===== src/rtl/alu_pkg.sv =====
// Shared definitions for the execute-stage divider: op encodings, FSM states, default width.
package alu_pkg;

    localparam int unsigned XLEN_DEFAULT = 32;

    typedef enum logic [1:0] {
        DIV_OP_DIV  = 2'b00,
        DIV_OP_DIVU = 2'b01,
        DIV_OP_REM  = 2'b10,
        DIV_OP_REMU = 2'b11
    } div_op_t;

    typedef enum logic [1:0] {
        S_IDLE,
        S_CALC,
        S_FIXUP,
        S_DONE
    } div_state_t;

    // Bit 0 clear selects the signed variants, bit 1 set selects the remainder.
    function automatic logic op_is_signed(input logic [1:0] op);
        return ~op[0];
    endfunction

    function automatic logic op_is_rem(input logic [1:0] op);
        return op[1];
    endfunction

endpackage


===== src/rtl/alu_div_step.sv =====
// One restoring radix-2 iteration: shift the next dividend bit into the partial
// remainder, subtract the divisor if it fits, and shift the outcome into the quotient.
module alu_div_step
    import alu_pkg::*;
#(
    parameter int unsigned XLEN = XLEN_DEFAULT
) (
    input  logic [XLEN-2:0] i_rem,
    input  logic [XLEN-1:0] i_quo,
    input  logic [XLEN-1:0] i_div,
    output logic [XLEN-1:0] o_rem,
    output logic [XLEN-1:0] o_quo
);

    logic [XLEN-1:0] w_shift;
    logic [XLEN:0]   w_trial;

    // The partial remainder's top bit is always zero before the shift, so it is not an input.
    assign w_shift = {i_rem, i_quo[XLEN-1]};
    assign w_trial = {1'b0, w_shift} - {1'b0, i_div};
    assign o_rem   = w_trial[XLEN] ? w_shift : w_trial[XLEN-1:0];
    assign o_quo   = {i_quo[XLEN-2:0], ~w_trial[XLEN]};

endmodule


===== src/rtl/alu_div.sv =====
// Iterative RV32M DIV/DIVU/REM/REMU unit with valid/ready request and response ports.
// ALU_DIV_FAST_EN: divide-by-zero and signed overflow skip the iteration and go straight to DONE.
module alu_div
    import alu_pkg::*;
#(
    parameter int unsigned XLEN = XLEN_DEFAULT
) (
    input  logic            clk,
    input  logic            rst_n,
    input  logic            req_valid,
    output logic            req_ready,
    input  logic [1:0]      req_op,
    input  logic [XLEN-1:0] op_a,
    input  logic [XLEN-1:0] op_b,
    input  logic            flush,
    output logic            rsp_valid,
    input  logic            rsp_ready,
    output logic [XLEN-1:0] op_result,
    output logic            busy
);

    localparam int unsigned CW = $clog2(XLEN);

    div_state_t      r_state;
    div_state_t      w_state_nxt;
    logic            r_is_rem;
    logic            r_sign_a;
    logic            r_sign_b;
    logic [XLEN-1:0] r_rem;
    logic [XLEN-1:0] r_quo;
    logic [XLEN-1:0] r_div;
    logic [XLEN-1:0] r_result;
    logic [CW-1:0]   r_cnt;
    logic            r_req_ready;
    logic            r_rsp_valid;
    logic            r_busy;

    logic            w_accept;
    logic            w_sgn;
    logic            w_sign_a;
    logic            w_sign_b;
    logic            w_fast;
    logic [XLEN-1:0] w_abs_a;
    logic [XLEN-1:0] w_abs_b;
    logic [XLEN-1:0] w_rem_step;
    logic [XLEN-1:0] w_quo_step;
    logic [XLEN-1:0] w_quo_fix;
    logic [XLEN-1:0] w_rem_fix;

    assign w_accept = req_valid & r_req_ready & ~flush;
    assign w_sgn    = op_is_signed(req_op);
    assign w_sign_a = w_sgn & op_a[XLEN-1];
    assign w_sign_b = w_sgn & op_b[XLEN-1];
    assign w_abs_a  = w_sign_a ? XLEN'(-op_a) : op_a;
    assign w_abs_b  = w_sign_b ? XLEN'(-op_b) : op_b;

`ifdef ALU_DIV_FAST_EN
    logic            w_div_zero;
    logic            w_ovf;
    logic [XLEN-1:0] w_fast_result;

    assign w_div_zero    = (op_b == '0);
    assign w_ovf         = w_sgn & (op_a == {1'b1, {(XLEN-1){1'b0}}}) & (op_b == '1);
    assign w_fast        = w_div_zero | w_ovf;
    assign w_fast_result = op_is_rem(req_op) ? (w_div_zero ? op_a : '0)
                                             : (w_div_zero ? '1 : op_a);
`else
    assign w_fast = 1'b0;
`endif

    alu_div_step #(
        .XLEN (XLEN)
    ) u_step (
        .i_rem (r_rem[XLEN-2:0]),
        .i_quo (r_quo),
        .i_div (r_div),
        .o_rem (w_rem_step),
        .o_quo (w_quo_step)
    );

    // Zero divisor keeps the all-ones quotient regardless of operand signs.
    assign w_quo_fix = ((r_sign_a ^ r_sign_b) && (r_div != '0)) ? XLEN'(-r_quo) : r_quo;
    assign w_rem_fix = r_sign_a ? XLEN'(-r_rem) : r_rem;

    always_ff @(posedge clk) begin
        if (!rst_n) begin
            r_state     <= S_IDLE;
            r_req_ready <= 1'b1;
            r_rsp_valid <= 1'b0;
            r_busy      <= 1'b0;
        end else begin
            r_state     <= w_state_nxt;
            r_req_ready <= (w_state_nxt == S_IDLE);
            r_rsp_valid <= (w_state_nxt == S_DONE);
            r_busy      <= (w_state_nxt != S_IDLE);
        end
    end

    // Flush overrides every other transition; reset is handled in the register above.
    always_comb begin
        w_state_nxt = r_state;
        if (flush) begin
            w_state_nxt = S_IDLE;
        end else begin
            case (r_state)
                S_IDLE:  if (w_accept) w_state_nxt = w_fast ? S_DONE : S_CALC;
                S_CALC:  if (r_cnt == '0) w_state_nxt = S_FIXUP;
                S_FIXUP: w_state_nxt = S_DONE;
                S_DONE:  if (r_rsp_valid & rsp_ready) w_state_nxt = S_IDLE;
                default: w_state_nxt = S_IDLE;
            endcase
        end
    end

    always_ff @(posedge clk) begin
        if (!rst_n) begin
            r_is_rem <= 1'b0;
            r_sign_a <= 1'b0;
            r_sign_b <= 1'b0;
            r_rem    <= '0;
            r_quo    <= '0;
            r_div    <= '0;
            r_cnt    <= '0;
            r_result <= '0;
        end else begin
            case (r_state)
                S_IDLE: begin
                    if (w_accept) begin
                        r_is_rem <= op_is_rem(req_op);
                        r_sign_a <= w_sign_a;
                        r_sign_b <= w_sign_b;
                        r_rem    <= '0;
                        r_quo    <= w_abs_a;
                        r_div    <= w_abs_b;
                        r_cnt    <= CW'(XLEN - 1);
`ifdef ALU_DIV_FAST_EN
                        if (w_fast) r_result <= w_fast_result;
`endif
                    end
                end
                S_CALC: begin
                    r_rem <= w_rem_step;
                    r_quo <= w_quo_step;
                    r_cnt <= r_cnt - CW'(1);
                end
                S_FIXUP: r_result <= r_is_rem ? w_rem_fix : w_quo_fix;
                default: ;
            endcase
        end
    end

    assign req_ready = r_req_ready;
    assign rsp_valid = r_rsp_valid;
    assign busy      = r_busy;
    assign op_result = r_result;

endmodule


===== config.mk =====
export PLATFORM = sky130hd
export DESIGN_NAME = alu_div
export DESIGN_NICKNAME = d
export VERILOG_FILES = /design/src/rtl/alu_pkg.sv /design/src/rtl/alu_div_step.sv /design/src/rtl/alu_div.sv
export SDC_FILE = /design/constraint.sdc
export NUM_CORES = 1
export LEC_CHECK = 0
export CAP_MARGIN = 5
export CELL_PAD_IN_SITES_DETAIL_PLACEMENT = 0
export CELL_PAD_IN_SITES_GLOBAL_PLACEMENT = 1
export CORE_ASPECT_RATIO = 1.25
export CORE_MARGIN = 1
export CORE_UTILIZATION = 39
export DETAILED_ROUTE_END_ITERATION = 6
export PLACE_DENSITY_LB_ADDON = 0.1
export SYNTH_ARGS = -nofsm -noshare
export SYNTH_HDL_FRONTEND = slang
export SYNTH_HIERARCHICAL = 1
export SYNTH_SLANG_ARGS = --single-unit

===== constraint.sdc =====
create_clock -name clk -period 2.7 [get_ports clk]
set_input_delay 0.675 -clock clk [delete_from_list [all_inputs] [get_ports clk]]
set_output_delay 0.675 -clock clk [all_outputs]
set_load 0.05 [all_outputs]

==> run_results.csv <==
group,metric,value,unit
synth,synth_nets,1538,
grt,grt_pass1_wl,58.1,mm
floorplan,die_w,150,um
outcome,status,"finished, violations left",
sta,period_needed,2770,ps
power_and_ir_drop,pwr_density_cell,490,nW/um^2
synth,syn_area_per_cell,7.47,um^2
power_and_ir_drop,switchingPower,0.00223,W
power_and_ir_drop,switching_share,31.2,%
cells_and_area,area_delta_synth_final,36.7,%
sta,finalSetupViolCount,6,
grt,antenna_found_initial,0,
floorplan,num_rows,67,
placement,io_buffers,105,
placement,dpl.cell_count,1983,
placement,gp_congestion,0.875,
worst_setup_path,crit_required,2990,ps
sta,hold_viol,0,
grt,grt_pass1_vias,10800,
sta,fin_crit_sh,103,%
cells_and_area,antennaDiodeCount,0,
clock_tree,cts_buffers,17,
worst_setup_path,end_kind,"flop",
floorplan,io_pins,106,
power_and_ir_drop,pwr-share-comb,30.0,%
clock_tree,cts_root_buf,"clkbuf_16",
worst_setup_path,startpoint_type,"flop",
clock_tree,clk_pin_slew_worst_paths,60,ps
grt,grt_use_total,26.6,%
power_and_ir_drop,p_leak,5.69,nW
sta,skew,7.06,ps
floorplan,core_area,26800,um^2
drt,vias,11200,
drt,drc,0,
flow_run,max_cap_violations,0,
min_path,worstHoldPathType,"reg -> reg",
floorplan,initial_utilization,39.8,%
placement,dp_hpwl,28.0,mm
sta,slew_viol_final,0,
clock_tree,cts_sinks,141,
worst_setup_path,crit_fanout,5,
cells_and_area,drive_above_1_share,23.8,%
sta,rsz0062_at_grt,"yes",
clock_tree,cts.path.max_buffers,2,
synth,ys.flop_type,"dfxtp_1",
grt,grt_max_degree,65,
synth,yosys_register_bits,141,
floorplan,die_area,28000,um^2
worst_setup_path,crit_type,"reg -> reg",
drt,drt_first_pass_iters,5,
grt,grt-ovfl-total,0,
drt,ant_nets,0,
synth,yosys_warnings,6,
cells_and_area,final_common_cell,"buf_4",
sta,tns,-160,ps
cells_and_area,mostFrequentLayoutCells,"218 x buf_4, 149 x a21oi_1, 132 x nand2_1, 124 x dfxtp_1, 114 x nor2_1",
drt,wirelength,36.7,mm
clock_tree,cts_tree,"built",
power_and_ir_drop,seqPwrFrac,31.9,%
floorplan,die_y,187,um
sta,slew_headroom,51.4,%
drt,first_iter_violations,598,
clock_tree,cts_hold_buf,0,
synth,yosysSeqAreaShare,26.4,%
clock_tree,clock_latency,440,ps
sta,tightestPinTransition,729,ps
outcome,violations,"setup timing",
synth,synthArstFlopShare,0,%
power_and_ir_drop,worst_ir_drop_vdd,0.278,mV
synth,syn_area,10700,um^2
sta,timing.final.ws_setup,-71.3,ps
power_and_ir_drop,p_int,0.00492,W
sta,timing.fmax,0.361,GHz
drt,vias_per_cell,5.52,
clock_tree,cts_max_level,4,
cells_and_area,final_cell_count_no_fill,2024,
power_and_ir_drop,clkPwrFrac,38.1,%
worst_setup_path,cp.arrival,3060,ps
cells_and_area,nNetsFinal,1775,
drt,wl_per_cell,18.1,um
synth,synth.distinct_cells,79,
sta,hold_slack,479,ps
synth,synth_edf_count,0,
synth,syn_inst,1429,
cells_and_area,fillers,2670,
[cell families (layout without fill, tap and decap cells)]
family,Yosys count,in the layout,synth area share (%)
simple gates,484,485,22.1
compound gates,442,442,26.9
fa+ha+maj,38,38,4.52
xor+xnor,128,128,10.5
buf+inv,179,428,7.84
mux,17,17,1.65
flops,141,141,26.4
[metrics by stage]
stage / utilization (%) / worst slack, ps / area [um^2] / total power (W)
final: 54.4 / -71.3 / 14600 / 0.00715
after detailed placement: 49.7 / -348 / 13300 / 0.00427
after global routing: 54.4 / -168 / 14600 / 0.00749
after floorplan: - / 9.20 / 10700 / 0.00351
after global placement: 49.7 / -356 / 13300 / 0.00426
after CTS: 53.6 / -12.0 / 14400 / 0.00713
[cells in the mapped netlist, types with 6 or more instances]
library cell,count,area (um^2)
a211oi_1,25,188
a21o_1,7,52.6
a21oi_1,168,841
a311oi_1,11,96.3
a31oi_1,17,106
and2_1,8,50.1
and3_1,9,56.3
buf_1,9,33.8
buf_2,6,30.0
buf_4,32,240
clkbuf_1,69,259
dfxtp_1,141,2820
ha_1,37,463
inv_1,57,214
mux2i_1,15,150
nand2_1,135,507
nand2b_1,13,81.3
nand3_1,60,300
nand4_1,9,56.3
nor2_1,122,458
nor2b_1,11,68.8
nor3_1,29,145
nor3b_1,8,60.1
nor4_1,19,119
o2111ai_1,7,61.3
o211ai_1,8,60.1
o21a_1,14,105
o21ai_0,86,430
o221ai_1,20,175
o22ai_1,10,62.6
o31ai_1,22,165
o41ai_1,7,61.3
or2_2,8,50.1
or3_1,20,125
or4_1,16,120
xnor2_1,68,596
xor2_1,60,526
[sequential cells by signal, indices dropped and copies added, names as in the netlist, 2 cells and up]
signal and cells:
r_rem 32, r_div 32, r_cnt 5, op_result 32
r_state 2, r_quo 32
[path summary, 6_finish.rpt]
kind | cells after the start | start | end | slack [ps]
max | 13 | r_div[15] | r_rem[11] | -70
min | 2 | r_cnt[0] | r_cnt[0] | 480
max reg2reg | 13 | r_div[15] | r_rem[11] | -70
min reg2reg | 2 | r_cnt[0] | r_cnt[0] | 480
[critical path: stages, from the launching register on]
cell and delay, ps:
dfxtp_2 340, inv_2 60, ha_4 280, nand4_1 170, or3_4 450, a211oi_4 250, nor2_4 70, a31oi_4 180
a311oi_4 150, inv_4 160, buf_12 130, mux2_4 300, nand2_2 60, a21oi_2 40
[area by class of cell]
type / count / area (um^2) / area share, %
Clock buffer: 21 / 482 / 3.30
Clock inverter: 11 / 201 / 1.38
Inverter: 58 / 223 / 1.53
Multi-Input combinational cell: 1110 / 7480 / 51.2
Sequential cell: 141 / 2850 / 19.5
Tap cell: 345 / 432 / 2.96
Timing Repair Buffer: 338 / 2930 / 20.1
[per-layer routing]
layer | track usage, % | vias up | share of wire, %
met5 | 0 | - | 0
met1 | 30.7 | 5303 | 41
met3 | 3.10 | 49 | 2.8
met2 | 49.7 | 196 | 53
met4 | 9.09 | 0 | 2.6
li1 | - | 5631 | -
[power by group through the flow]
stage / clock, W / sequential (W) / combinational (W)
final: 0.00272 / 0.00228 / 0.00214
after global routing: 0.00286 / 0.00230 / 0.00233
after CTS: 0.00277 / 0.00228 / 0.00208
after detailed placement: 0 / 0.00232 / 0.00194
after global placement: 0 / 0.00232 / 0.00194
after floorplan: 0 / 0.00233 / 0.00118
[timing repair]
action                     4_1_cts  5_1_grt
setup endpoints to repair       33       35
buffers inserted                 7        2
gates cloned                     2        1
pin swaps                       13       12
gates resized for setup         58       69
Note: power is estimated with default switching activity, not from simulation.
